<file path="src/rtl/sort_serializer.sv">
// sort_serializer: accepts one packed, sorted frame of NUM_VALS elements, then streams
// the elements one per beat, lowest index (MSB slice) first. Each beat carries its rank
// and a last flag; order_err on the last beat reports whether the frame was mis-ordered.
//
// Ports:
//   clk, rst        clock, synchronous active-high reset
//   in_valid/ready  frame handshake; in is the packed frame, element k at
//                   in[(NUM_VALS-k)*SIZE-1 -: SIZE]
//   out_valid/ready beat handshake
//   out_data        element value
//   out_index       element rank 0..NUM_VALS-1
//   out_last        high on the rank NUM_VALS-1 beat
//   order_err       valid with out_last; 1 = frame violated the expected ordering
module sort_serializer #(
  parameter int NUM_VALS  = 9,
  parameter int SIZE      = 16,
  parameter bit ASCENDING = 1'b1
) (
  input  logic                          clk,
  input  logic                          rst,
  input  logic                          in_valid,
  output logic                          in_ready,
  input  logic [NUM_VALS*SIZE-1:0]      in,
  output logic                          out_valid,
  input  logic                          out_ready,
  output logic [SIZE-1:0]               out_data,
  output logic [$clog2(NUM_VALS)-1:0]   out_index,
  output logic                          out_last,
  output logic                          order_err
);
  localparam int IW = $clog2(NUM_VALS);
  localparam logic [IW-1:0] LAST_IDX = IW'(NUM_VALS - 1);

  typedef enum logic {IDLE, STREAM} state_t;

  state_t                        state_q, state_n;
  logic [NUM_VALS-1:0][SIZE-1:0] in_elems, frame_q;
  logic [NUM_VALS-2:0]           pair_bad;
  logic [IW-1:0]                 idx_q;
  logic                          err_q;
  logic                          load, accept, at_last;

  // Unpack the frame so element k is addressable as in_elems[k], and flag every
  // adjacent pair that breaks the expected direction (equal neighbours are fine).
  for (genvar k = 0; k < NUM_VALS; k++) begin : g_unpack
    assign in_elems[k] = in[(NUM_VALS-k)*SIZE-1 -: SIZE];
  end
  for (genvar k = 0; k < NUM_VALS-1; k++) begin : g_pair
    if (ASCENDING) begin : g_asc
      assign pair_bad[k] = in_elems[k] > in_elems[k+1];
    end else begin : g_desc
      assign pair_bad[k] = in_elems[k] < in_elems[k+1];
    end
  end

  assign out_valid = (state_q == STREAM);
  assign at_last   = (idx_q == LAST_IDX);
  assign out_last  = out_valid && at_last;
  assign out_data  = frame_q[idx_q];
  assign out_index = idx_q;
  assign order_err = out_last && err_q;
  assign accept    = out_valid && out_ready;

  // in_ready also opens on the accepted last beat so the next frame can be taken
  // in the same cycle, giving back-to-back frames with no idle beat.
  always_comb begin
    state_n  = state_q;
    in_ready = (state_q == IDLE) || (accept && at_last);
    load     = in_valid && in_ready;
    case (state_q)
      IDLE:    if (load) state_n = STREAM;
      STREAM:  if (accept && at_last) state_n = load ? STREAM : IDLE;
      default: state_n = IDLE;
    endcase
  end

  always_ff @(posedge clk) begin
    if (rst) state_q <= IDLE;
    else     state_q <= state_n;
  end

  always_ff @(posedge clk) begin
    if (rst) begin
      frame_q <= '0;
      idx_q   <= '0;
      err_q   <= 1'b0;
    end else if (load) begin
      frame_q <= in_elems;
      idx_q   <= '0;
      err_q   <= |pair_bad;
    end else if (accept && !at_last) begin
      idx_q   <= idx_q + IW'(1);
    end
  end
endmodule

</file>
<file path="config.mk">
export PLATFORM = sky130hd
export DESIGN_NAME = sort_serializer
export DESIGN_NICKNAME = d
export VERILOG_FILES = /design/src/rtl/sort_serializer.sv
export SDC_FILE = /design/constraint.sdc
export NUM_CORES = 1
export LEC_CHECK = 0
export ABC_AREA = 1
export CORE_MARGIN = 4
export CORE_UTILIZATION = 45
export DETAILED_ROUTE_END_ITERATION = 16
export GPL_ROUTABILITY_DRIVEN = 0
export PLACE_DENSITY = 0.76
export SYNTH_ARGS = -nofsm -noshare
export SYNTH_HDL_FRONTEND = slang
export SYNTH_SLANG_ARGS = --single-unit
</file>
<file path="constraint.sdc">
create_clock -name clk -period 2.9 [get_ports clk]
set_input_delay 0.435 -clock clk [delete_from_list [all_inputs] [get_ports clk]]
set_output_delay 0.435 -clock clk [all_outputs]
set_load 0.03 [all_outputs]
</file>
==> qor.yml <==
hold_violations: 0
rows: 53
synth-seq-area-share_pct: 31.1
crit_type: "reg2out"
synth_cell_type_count: 35
timing.fmax_mhz: 361
maxSlewHeadroom_pct: 62.5
antenna_cells_inserted: 0
cts_root_buf: "clkbuf_16"
reg2reg_depth: 10
worst_pin_slew_ns: 0.562
syn_inst: 1320
crit_path_end_kind: "output port"
path_buf_inv: 3
via_per_inst: 5.60
synthesis.area_um2: 9670
peakVddDrop_v: 0.000426
finalSetupTns_ns: 0
cts_setup_buffers: 0
overflow: 0
seq_power_share_pct: 38.0
coreArea_um2: 21100
maxSlewViolCount: 0
outcome: "completed"
setup_viol: 0
leakage_nw: 5.57
vias: 9728
required_ns: 2.47
first_iter_violations: 1128
first_pass_iters: 7
cp_max_fo: 25
period_share_pct: 95.4
power_frac_comb_pct: 21.6
fin_nets: 1727
cp_common_cell: "buf_12"
async_flop_share_pct: 0
die-area_um2: 23900
detail-route-antenna-nets: 0
cp-start-kind: "register"
start_util_pct: 45.9
hold_class: "reg2reg"
cp_top_family: "buffers and inverters"
syn_avg_cell_area_um2: 7.33
syn2layout_area_growth_pct: 25.9
path_depth: 5
min_delay_path_depth: 2
remaining_drc_errors: 0
hpwl_mm: 24.6
fin_skew_ns: 0.0111
clk_path_buf_depth: 2
die_x_um: 155
timing.critical_path.cells: "inv_1 -> buf_12 -> nand3_1 -> o21ai_0 -> buf_12"
tritoncts: "built"
power.internal_mw: 4.35
routed_wl_mm: 31.9
pin_count: 172
cts_inserted_buffers: 17
wl_per_cell_um: 18.4
synth.net_count: 1598
swShare_pct: 29.0
cp_slowest_cell: "o21ai_0"
cts_hold_buf: 0
yosysWarnings: 0
port_buffers: 171
clock_latency_ns: 0.43
grt_pass1_wl_mm: 48.9
power_switching_mw: 1.78
final_layout_size_suffix_gt1_share_pct: 7.53
slowest_delay_ns: 0.54
htreeDepth: 4
grt_pass1_vias: 9118
cts_sinks: 150
antenna_found_initial: 1
maxCapViolations: 0
synthFlopType: "dfxtp_1"
path_clk_slew_ns: 0.06
finalCriticalPeriod_ns: 2.77
pwr-share-clk_pct: 40.5
rsz0062_at_grt: "false"
fillers: 1923
finalPower_mw: 6.13
synth_edf_count: 0
die_h_um: 155
powerDensity_nw_per_um2: 504
grt_usage_pct: 25.9
arrival_ns: 2.33
synth_seq_cells: 150
grt_max_degree: 147
## timing repair
action                                  4_1_cts  5_1_grt
hold endpoints to repair                      0        0
resized for setup                             0        2
endpoints found under the setup margin        0        2
## path summary, 6_finish.rpt
path                                   from                        end  slack, ns
setup reg to reg  out_index[0]$_SDFFE_PP0P_   frame_q[41]$_SDFFE_PP0P_       0.61
hold reg to reg   frame_q[139]$_SDFFE_PP0P_  frame_q[139]$_SDFFE_PP0P_       0.45
setup / recovery  out_index[1]$_SDFFE_PP0P_               out_data[13]       0.13
hold / removal    frame_q[139]$_SDFFE_PP0P_  frame_q[139]$_SDFFE_PP0P_       0.45
## stage by stage
stage / cell area [µm²] / instances / util, % / setup WS, ns / hold slack, ns
3_5_place_dp: 11500 / 1705 / 54.6 / 0.467 / 0.439
6_report: 12200 / 1736 / 57.7 / 0.133 / 0.450
4_1_cts: 12200 / 1736 / 57.7 / 0.126 / 0.449
5_1_grt: 12200 / 1736 / 57.7 / 0.00891 / 0.466
2_1_floorplan: 9670 / 1320 / - / 0.377 / 0.425
3_3_place_gp: 11500 / 1705 / 54.6 / 0.435 / 0.435
## registers in the layout, indices dropped and copies added (netlist names)
signal,cells
err_q,1
frame_q,144
out_index,4
out_valid,1
## routing by layer
layer	part of all wire, %	routed length, µm	global-route usage, %
met1	45	14200	37.0
met3	9.3	2970	5.04
met4	2.9	926	7.99
met2	43	13700	39.4
met5	0.044	14	0
## cell usage in the layout (no fill, tap or decap), drive strengths merged, types with 2 or more instances in the layout
| cell type | n |
|---|---|
| o21ai | 242 |
| a21oi | 187 |
| inv | 184 |
| clkdlybuf4s50 | 153 |
| dfxtp | 150 |
| nor2 | 133 |
| ha | 130 |
| nand2 | 123 |
| buf | 29 |
| o221ai | 26 |
| nand3 | 23 |
| clkbuf | 20 |
| nand4 | 14 |
| o22ai | 6 |
| o211ai | 6 |
| o21bai | 6 |
| o21a | 6 |
| bufinv | 5 |
| nor3 | 3 |
| clkinvlp | 3 |
| clkinv | 3 |
| a21o | 2 |
## Yosys cell counts (2+ instances only)
cell | number | area (µm²)
nand3_1 | 23 | 115
clkbuf_1 | 40 | 150
buf_4 | 6 | 45.0
buf_1 | 2 | 7.51
o21ai_1 | 47 | 235
inv_1 | 182 | 683
buf_6 | 8 | 90.1
dfxtp_1 | 150 | 3000
o21a_1 | 6 | 45.0
a21oi_1 | 145 | 726
nand4_1 | 14 | 87.6
ha_1 | 130 | 1630
nor2_1 | 132 | 495
a21oi_2 | 42 | 368
o22ai_1 | 6 | 37.5
o21bai_1 | 6 | 45.0
a21o_1 | 2 | 15.0
buf_2 | 17 | 85.1
nand2_1 | 121 | 454
o21ai_0 | 194 | 971
nor3_1 | 3 | 15.0
o221ai_1 | 26 | 228
o211ai_1 | 6 | 45.0
## area by class of cell
class	count	area, µm²	area share [%]
clock buffer	20	457	3.75
clock inverter	11	199	1.63
inverter	184	696	5.71
multi-input combinational	913	5600	46.0
sequential	150	3000	24.7
tap	275	344	2.83
timing repair buffer	183	1880	15.4
## worst min-delay path, cell delays in order, from the launching register on
cell and delay (ns):
dfxtp_1 0.29, inv_1 0.06, a21oi_1 0.05
## cells by family after synthesis
group	share of synthesized area [%]
simple gates	12.7
buf+inv	11.1
compound gates	28.3
fa+ha+maj	16.8
flops	31.1
xor+xnor	0.0906
## power groups by stage
stage / combinational [mW] / clock (mW) / sequential [mW]
after floorplan: 0.776 / 0 / 2.32
after global placement: 1.26 / 0 / 2.36
after detailed placement: 1.30 / 0 / 2.36
after CTS: 1.31 / 2.49 / 2.32
after global routing: 1.47 / 2.57 / 2.34
final: 1.32 / 2.48 / 2.33
Power figures use the tool's default switching activity.
